### src/rtl/alu_exec_unit.sv
// ALU execute unit: registered single-cycle integer ops plus optional iterative mult/div with HI/LO.
// Define ALU_MULDIV_EN to build the MUL/DIV sequencer and the HI/LO registers.
//   state | meaning
//   IDLE  | ready; single-cycle ops complete on the acceptance edge
//   MUL   | shift-add on operand magnitudes, one multiplier bit per cycle
//   DIV   | restoring divide on magnitudes, one quotient bit per cycle
//   FIX   | sign correction, HI/LO write, out_valid
module alu_exec_unit #(
  parameter int WIDTH = 32
) (
  input  logic             clk,
  input  logic             reset,
  input  logic [1:0]       ALUop,
  input  logic [5:0]       funct,
  input  logic [WIDTH-1:0] a,
  input  logic [WIDTH-1:0] b,
  input  logic             in_valid,
  output logic             in_ready,
  output logic [WIDTH-1:0] result,
  output logic             zero,
  output logic             ovf,
  output logic             illegal,
  output logic             out_valid,
  output logic             busy,
  output logic [WIDTH-1:0] hi,
  output logic [WIDTH-1:0] lo
);
  localparam int CW = $clog2(WIDTH + 1);

  logic [WIDTH-1:0] result_q, result_d;
  logic             zero_q, zero_d, ovf_q, ovf_d;
  logic             illegal_q, illegal_d, out_valid_q, out_valid_d;
  logic [WIDTH-1:0] sum, diff, sc_res;
  logic             add_ovf, sub_ovf, sc_ovf, sc_ill, accept;

  assign sum     = a + b;
  assign diff    = a - b;
  assign add_ovf = (a[WIDTH-1] == b[WIDTH-1]) && (sum[WIDTH-1] != a[WIDTH-1]);
  assign sub_ovf = (a[WIDTH-1] != b[WIDTH-1]) && (diff[WIDTH-1] != a[WIDTH-1]);

`ifdef ALU_MULDIV_EN
  typedef enum logic [1:0] {IDLE, MUL, DIV, FIX} state_t;
  state_t             state_q, state_d;
  logic [CW-1:0]      cnt_q, cnt_d;
  logic [2*WIDTH-1:0] acc_q, acc_d, prod_fix;
  logic [WIDTH-1:0]   opnd_q, opnd_d, hi_q, hi_d, lo_q, lo_d;
  logic               neg_res_q, neg_res_d, neg_rem_q, neg_rem_d, is_div_q, is_div_d;
  logic               op_mul, op_div, op_sgn;
  logic [WIDTH-1:0]   mag_a, mag_b, quo_fix, rem_fix, hi_fix, lo_fix;
  logic [WIDTH:0]     mul_sum, div_shift, div_trial;

  assign busy  = (state_q != IDLE);
  assign hi    = hi_q;
  assign lo    = lo_q;
  assign mag_a = (op_sgn && a[WIDTH-1]) ? -a : a;
  assign mag_b = (op_sgn && b[WIDTH-1]) ? -b : b;

  // acc_q holds the partial product, or {remainder, dividend/quotient} when dividing
  assign mul_sum   = {1'b0, acc_q[2*WIDTH-1:WIDTH]} + (acc_q[0] ? {1'b0, opnd_q} : '0);
  assign div_shift = {acc_q[2*WIDTH-1:WIDTH], acc_q[WIDTH-1]};
  assign div_trial = div_shift - {1'b0, opnd_q};

  assign prod_fix = neg_res_q ? -acc_q : acc_q;
  assign quo_fix  = neg_res_q ? -acc_q[WIDTH-1:0] : acc_q[WIDTH-1:0];
  assign rem_fix  = neg_rem_q ? -acc_q[2*WIDTH-1:WIDTH] : acc_q[2*WIDTH-1:WIDTH];
  assign hi_fix   = is_div_q ? rem_fix : prod_fix[2*WIDTH-1:WIDTH];
  assign lo_fix   = is_div_q ? quo_fix : prod_fix[WIDTH-1:0];
`else
  assign busy = 1'b0;
  assign hi   = '0;
  assign lo   = '0;
`endif

  assign in_ready = !busy;
  assign accept   = in_valid && in_ready;

  always_comb begin
    sc_res = '0;
    sc_ovf = 1'b0;
    sc_ill = 1'b0;
`ifdef ALU_MULDIV_EN
    op_mul = 1'b0;
    op_div = 1'b0;
    op_sgn = 1'b0;
`endif
    case (ALUop)
      2'b00: begin sc_res = sum;  sc_ovf = add_ovf; end
      2'b01: begin sc_res = diff; sc_ovf = sub_ovf; end
      2'b11: sc_res = a & b;
      default: begin
        case (funct)
          6'b100000: begin sc_res = sum;  sc_ovf = add_ovf; end
          6'b100001: sc_res = sum;
          6'b100010: begin sc_res = diff; sc_ovf = sub_ovf; end
          6'b100011: sc_res = diff;
          6'b100100: sc_res = a & b;
          6'b100101: sc_res = a | b;
          6'b100110: sc_res = a ^ b;
          6'b100111: sc_res = ~(a | b);
          6'b101010: sc_res = {{(WIDTH-1){1'b0}}, ($signed(a) < $signed(b))};
          6'b101011: sc_res = {{(WIDTH-1){1'b0}}, (a < b)};
`ifdef ALU_MULDIV_EN
          6'b010000: sc_res = hi_q;
          6'b010010: sc_res = lo_q;
          6'b011000: begin op_mul = 1'b1; op_sgn = 1'b1; end
          6'b011001: op_mul = 1'b1;
          6'b011010: begin op_div = 1'b1; op_sgn = 1'b1; end
          6'b011011: op_div = 1'b1;
`endif
          default:   sc_ill = 1'b1;
        endcase
      end
    endcase
  end

  always_comb begin
    result_d    = result_q;
    zero_d      = zero_q;
    ovf_d       = ovf_q;
    illegal_d   = illegal_q;
    out_valid_d = 1'b0;
`ifdef ALU_MULDIV_EN
    state_d   = state_q;
    cnt_d     = cnt_q;
    acc_d     = acc_q;
    opnd_d    = opnd_q;
    hi_d      = hi_q;
    lo_d      = lo_q;
    neg_res_d = neg_res_q;
    neg_rem_d = neg_rem_q;
    is_div_d  = is_div_q;
`endif
    if (accept) begin
`ifdef ALU_MULDIV_EN
      if (op_mul) begin
        state_d   = MUL;
        cnt_d     = CW'(WIDTH);
        acc_d     = {{WIDTH{1'b0}}, mag_b};
        opnd_d    = mag_a;
        neg_res_d = op_sgn && (a[WIDTH-1] ^ b[WIDTH-1]);
        is_div_d  = 1'b0;
      end else if (op_div && (b != '0)) begin
        state_d   = DIV;
        cnt_d     = CW'(WIDTH);
        acc_d     = {{WIDTH{1'b0}}, mag_a};
        opnd_d    = mag_b;
        neg_res_d = op_sgn && (a[WIDTH-1] ^ b[WIDTH-1]);
        neg_rem_d = op_sgn && a[WIDTH-1];
        is_div_d  = 1'b1;
      end else if (op_div) begin
        // divide by zero completes immediately with a fixed, non-trapping answer
        out_valid_d = 1'b1;
        lo_d        = '1;
        hi_d        = a;
        result_d    = '1;
        zero_d      = 1'b0;
        ovf_d       = 1'b0;
        illegal_d   = 1'b0;
      end else
`endif
      begin
        out_valid_d = 1'b1;
        result_d    = sc_res;
        zero_d      = (sc_res == '0);
        ovf_d       = sc_ovf;
        illegal_d   = sc_ill;
      end
    end
`ifdef ALU_MULDIV_EN
    case (state_q)
      MUL: begin
        if (cnt_q == '0) state_d = FIX;
        else begin
          acc_d = {mul_sum, acc_q[WIDTH-1:1]};
          cnt_d = cnt_q - CW'(1);
        end
      end
      DIV: begin
        if (cnt_q == '0) state_d = FIX;
        else begin
          if (!div_trial[WIDTH]) acc_d = {div_trial[WIDTH-1:0], acc_q[WIDTH-2:0], 1'b1};
          else                   acc_d = {div_shift[WIDTH-1:0], acc_q[WIDTH-2:0], 1'b0};
          cnt_d = cnt_q - CW'(1);
        end
      end
      FIX: begin
        state_d     = IDLE;
        hi_d        = hi_fix;
        lo_d        = lo_fix;
        out_valid_d = 1'b1;
        result_d    = lo_fix;
        zero_d      = (lo_fix == '0);
        ovf_d       = 1'b0;
        illegal_d   = 1'b0;
      end
      default: ;
    endcase
`endif
  end

  always_ff @(posedge clk) begin
    if (reset) begin
      result_q    <= '0;
      zero_q      <= 1'b0;
      ovf_q       <= 1'b0;
      illegal_q   <= 1'b0;
      out_valid_q <= 1'b0;
`ifdef ALU_MULDIV_EN
      state_q   <= IDLE;
      cnt_q     <= '0;
      acc_q     <= '0;
      opnd_q    <= '0;
      hi_q      <= '0;
      lo_q      <= '0;
      neg_res_q <= 1'b0;
      neg_rem_q <= 1'b0;
      is_div_q  <= 1'b0;
`endif
    end else begin
      result_q    <= result_d;
      zero_q      <= zero_d;
      ovf_q       <= ovf_d;
      illegal_q   <= illegal_d;
      out_valid_q <= out_valid_d;
`ifdef ALU_MULDIV_EN
      state_q   <= state_d;
      cnt_q     <= cnt_d;
      acc_q     <= acc_d;
      opnd_q    <= opnd_d;
      hi_q      <= hi_d;
      lo_q      <= lo_d;
      neg_res_q <= neg_res_d;
      neg_rem_q <= neg_rem_d;
      is_div_q  <= is_div_d;
`endif
    end
  end

  assign result    = result_q;
  assign zero      = zero_q;
  assign ovf       = ovf_q;
  assign illegal   = illegal_q;
  assign out_valid = out_valid_q;
endmodule

### config.mk
export PLATFORM = sky130hd
export DESIGN_NAME = alu_exec_unit
export DESIGN_NICKNAME = d
export VERILOG_FILES = /design/src/rtl/alu_exec_unit.sv
export SDC_FILE = /design/constraint.sdc
export NUM_CORES = 1
export LEC_CHECK = 0
export CAP_MARGIN = 20
export CORE_MARGIN = 3
export CORE_UTILIZATION = 30
export DETAILED_ROUTE_END_ITERATION = 12
export GPL_TIMING_DRIVEN = 0
export PLACE_DENSITY = 0.62
export SYNTH_ARGS = -nofsm -noshare
export SYNTH_HDL_FRONTEND = slang
export SYNTH_SLANG_ARGS = --single-unit
### constraint.sdc
create_clock -name clk -period 5.51 [get_ports clk]
set_input_delay 1.102 -clock clk [delete_from_list [all_inputs] [get_ports clk]]
set_output_delay 1.102 -clock clk [all_outputs]
set_load 0.005 [all_outputs]
==> Word-level counts from Yosys, hierarchy flattened <==
Cells that the tools add are included.
{ "totals": {"reg_bits": 36, "wordCells": 44} }
{ "classes": {"addsub": 2, "magnitude_cmp": 2, "n_eq_ne": 16, "n_mux": 7, "bitwise_logic": 4, "reduce_logical": 8} }
{ "op_table": {"columns": ["op", "n"], "rows": [
  ["$pmux 32 s8", 1],
  ["$pmux 32 s3", 1],
  ["$lt 32x32->1", 2],
  ["$eq 6x6->1 const B", 10],
  ["$add 32x32->32", 1],
  ["$and 32x32->32", 1],
  ["$logic_not 32->1", 1],
  ["$not 32->32", 1],
  ["$or 32x32->32", 1],
  ["$sub 32x32->32", 1],
  ["$xor 32x32->32", 1],
  ["$reduce_or 10->1", 1],
  ["$reduce_or 2->1", 2],
  ["$mux 1", 3],
  ["$ne 1x1->1", 3],
  ["$pmux 1 s3", 1],
  ["$reduce_or 3->1", 1],
  ["$eq 2x1->1 const B", 1],
  ["$eq 2x2->1 const B", 1],
  ["$logic_and 1x1->1", 2],
  ["$logic_not 2->1", 1],
  ["$pmux 1 s2", 1],
  ["$eq 1x1->1", 1]
]} }

==> Depth between registers and ports, before layout <==
{ "logic_depth": {"depth_word": 5, "mapped_depth": 16} }

==> Least setup slack after synthesis <==
No wires, ideal clock.
{ "synth_timing": {"kind": "input -> register", "start": "in a[0]", "end": "reg zero_q (netlist: zero)", "setup_ns": 0.060, "t_arrival_ns": 4.211, "t_required_ns": 5.450, "slack_ns": 1.239, "path_stages": 15, "n_path_buf": 0, "path_cell_list": "inv_1 > ha_1 > fa_1 > o21ba_1 > or4_4 > a211oi_2 > nor4_1 > o311ai_2 > nand3_1 > a221oi_2 > nand3_1 > and4b_1 > nand4_1 > and4bb_1 > a32o_1"} }
{ "synth_via": {"elab_chain_len": 5, "word_cells_on_any_way": 11} }
{ "synth_lines": {"columns": ["element", "line_no", "text"], "rows": [
  ["start: declaration", "15", "input logic [WIDTH-1:0] a,"],
  ["parallel branches: the longest is 3 deep, another holds $sub 32x32->32", null, null],
  ["$pmux 32 s3 *", "86", "case (ALUop)"],
  ["$logic_not 32->1 *", "164", "zero_d = (sc_res == '0);"],
  ["end signal: assignment", "221", "zero_q <= zero_d;"],
  ["end: declaration", "31", "logic zero_q, zero_d, ovf_q, ovf_d;"]
]} }
Every way passes the cells marked *.
A chain may end at the register's enable or synchronous reset.

==> Final worst setup path <==
Ends and elaborated chain as after synthesis.

==> flow_metrics.env <==
export IMPL_fin_hold_ws_ns=0.4782
export IMPL_grt_pass1_vias=9403
export IMPL_ctsRootBufferMaster="clkbuf_16"
export IMPL_placed_cells=1833
export IMPL_min_to="result[4]$_SDFFE_PP0P_"
export IMPL_worstMarginPinSlew_ns=1.118
export IMPL_drive_gt1_frac=0.08407
export IMPL_stdcell_count=1841
export IMPL_crit_required_ns=5.74
export IMPL_critPathKind="in -> reg"
export IMPL_synth_edf_count=0
export IMPL_async_flop_share=0
export IMPL_clk_pin_slew_ns=0.06
export IMPL_finalHoldViolations=0
export IMPL_rsz0062_at_grt="no"
export IMPL_post_place_ws_ns=-0.5145
export IMPL_hpwl_um=31330
export IMPL_vias=10250
export IMPL_vdd_drop_max_v=0.0001444
export IMPL_cts_tree="yes"
export IMPL_std_cell_rows=61
export IMPL_seq_area_frac_synth=0.08209
export IMPL_synthTopCellsByArea="ha_1 14%, dfxtp_1 8.2%, nor2_1 5.9%"
export IMPL_rrSetupSlack_ns=4.75
export IMPL_ioPinCount=177
export IMPL_path_max_fanout=3
export IMPL_diodes=0
export IMPL_startpoint="a[0]"
export IMPL_outcome="complete, no violations"
export IMPL_overflow=0
export IMPL_start_kind="input port"
export IMPL_skew_ns=0
export IMPL_die_x_um=177.1
export IMPL_cts_hold_buf=0
export IMPL_cp_end_kind="flop"
export IMPL_p_per_area_mw_per_mm2=155.2
export IMPL_syn_area_sq_mm=0.008780
export IMPL_clock_path_buffers=2
export IMPL_p_leak_nw=4.774
export IMPL_portBuffers=105
export IMPL_ant_nets=0
export IMPL_ys_types=86
export IMPL_synth_top_area_cell="ha_1"
export IMPL_initial_core_util=0.3101
export IMPL_worst_hold_path_num_cells=2
export IMPL_drtIter0Drc=1352
export IMPL_finish_utilization=0.3805
export IMPL_final_setup_worst_slack_ns=0.06738
export IMPL_nets=1638
export IMPL_ys_ff_latch=36
export IMPL_firstDrtPassIters=6
export IMPL_gp_congestion=1.016
export IMPL_clock_latency_ns=0.28
export IMPL_relSlewSlack=0.2489
export IMPL_ys_warn_count=0
export IMPL_post_cts_setup_buffers=0
export IMPL_min_period_ns=5.443
export IMPL_ctsResizeCount=3
export IMPL_syn_inst=1285
export IMPL_period_share=0.9878
export IMPL_drc=0
export IMPL_cap_viol_max_count=0
export IMPL_cts_buffers=5
export IMPL_area_growth_pct=22.72
export IMPL_die_h_um=177.1
export IMPL_setup_violations=0
export IMPL_hp_start="result[4]$_SDFFE_PP0P_"
export IMPL_reg2reg_from="result[6]$_SDFFE_PP0P_"
export IMPL_htreeDepth=2
export IMPL_grt_total_usage=0.2351
export IMPL_core_area_sq_mm=0.02832
export IMPL_die_area_sq_mm=0.03135
export IMPL_r2r_end="result[6]$_SDFFE_PP0P_"
export IMPL_worst_r2r_path_depth=2
export IMPL_wl_um=38740
export IMPL_grt_pass1_wl_um=57300
export IMPL_hp_class="reg -> reg"
export IMPL_grt_max_degree=13
export IMPL_wl_per_cell_um=21.04
export IMPL_yosys_area_top_type_share=0.1411
export IMPL_slew_violations=0
export IMPL_routed_via_density=5.567
export IMPL_fmax_mhz=183.7
export IMPL_crit_arrival_ns=5.67
export IMPL_cts_sinks=36
export IMPL_synthFlopType="dfxtp_1"
export IMPL_syn_avg_cell_area_sq_um=6.832
export IMPL_grt_antenna_before_repair=0
==> layout make-up <==
class	count	area (sq um)
Tap cell	378	473.0
Clock buffer	5	125.1
Buffer	145	842.1
Multi-Input combinational cell	1057	7092
Timing Repair Buffer	106	1062
Inverter	111	416.7
Sequential cell	36	720.7
Clock inverter	3	42.54
Fill cell	3035	17540
==> synthesized netlist by cell type, types with 7 or more instances <==
cell and count:
xor2_1 8, dfxtp_1 36, nor4_1 12, nor2b_1 10, and2_1 8, a31oi_1 15
o22ai_1 10, o31ai_1 8, nor2_1 138, ha_1 99, a21o_1 21, o21ai_0 88
clkbuf_1 57, or3_1 7, xnor2_1 38, nor3_1 19, a211oi_1 47, nand2b_1 9
o211ai_1 17, a21oi_1 91, nand2_1 96, a221oi_1 10, and3_1 10, mux2i_1 49
nand3_1 30, nand4_1 11, buf_4 68, o21a_1 8, o21bai_1 7, buf_2 15
a22oi_1 9, inv_1 108
==> kinds of logic after synthesis <==
kind of cell | count (synthesis) | share of synthesized area
other | 2 | 0.0008554
adders and majority gates | 101 | 0.1456
AOI/OAI and AO/OA | 416 | 0.3209
and+or+nand+nor | 377 | 0.2038
buffers and inverters | 256 | 0.1424
DFF | 36 | 0.08209
muxes | 51 | 0.05843
xor gates and xnor gates | 46 | 0.04589
==> state kept, by name, summed over array words and instances (netlist names) <==
register,flops
ovf,1
out_valid,1
zero,1
illegal,1
result,32
==> placed cells by master (no fill, tap or decap), types with 9 or more instances in the layout <==
master,Yosys,routed
a21o_1,21,21
a21oi_1,91,90
ha_1,99,99
nand2_1,96,96
clkdlybuf4s50_1,0,105
a211oi_1,47,47
a221oi_1,10,9
nand3_1,30,30
o22ai_1,10,10
nor3_1,19,17
nor2b_1,10,10
conb_1,2,66
buf_4,68,68
inv_1,108,108
nor4_1,12,10
xnor2_1,38,38
o21ai_0,88,88
nor2_1,138,138
mux2i_1,49,49
a31oi_1,15,15
nand2b_1,9,9
and3_1,10,10
o211ai_1,17,17
dfxtp_1,36,36
buf_2,15,15
nand4_1,11,11
a22oi_1,9,9
clkbuf_1,57,54
==> worst max-delay path, stage by stage <==
cell	delay, ns
clkdlybuf4s50_1	0.50
inv_1	0.07
ha_1	0.25
fa_1	0.46
o21ba_1	0.23
or4_4	0.48
a211oi_2	0.37
nor4_1	0.19
o311ai_2	0.58
nand3_1	0.23
a221oi_2	0.35
nand3_1	0.11
and4b_1	0.28
nand4_1	0.09
and4bb_1	0.27
a32o_1	0.11
==> where the power goes <==
part	internal [mW]	leakage (nW)	switching [mW]
clock network	0.212	0.0798	0.108
logic	0.410	4.40	0.648
registers	0.282	0.298	0.0114
total	0.904	4.77	0.768
==> worst max path at each step <==
stage               slack, ns  depth (start not counted)                end
detailed placement      -0.51                         15  zero$_SDFFE_PP0P_
floorplan                1.24                         15  zero$_SDFFE_PP0P_
global route            0.009                         16  zero$_SDFFE_PP0P_
CTS                      0.02                         15  zero$_SDFFE_PP0P_
finish                   0.07                         16  zero$_SDFFE_PP0P_
global placement        -0.53                         15  zero$_SDFFE_PP0P_
==> stage by stage <==
stage | total power [mW] | setup TNS [ns] | area, sq um
after floorplan | 0.9576 | 0 | 9020
after global placement | 1.305 | -0.5748 | 10540
after detailed placement | 1.312 | -0.5539 | 10560
after CTS | 1.636 | 0 | 10740
after global routing | 1.768 | 0 | 10770
final | 1.672 | 0 | 10770
==> per-layer routing <==
metal  up-vias  routed length [um]  GRT usage
li1       4842                   -          -
met1      4699               16940     0.3373
met2       641               16640     0.3663
met3        66                4208    0.03453
met4         0                 960    0.06187
met5         -                   0          0
No activity file was read; power rests on OpenSTA's default activity.
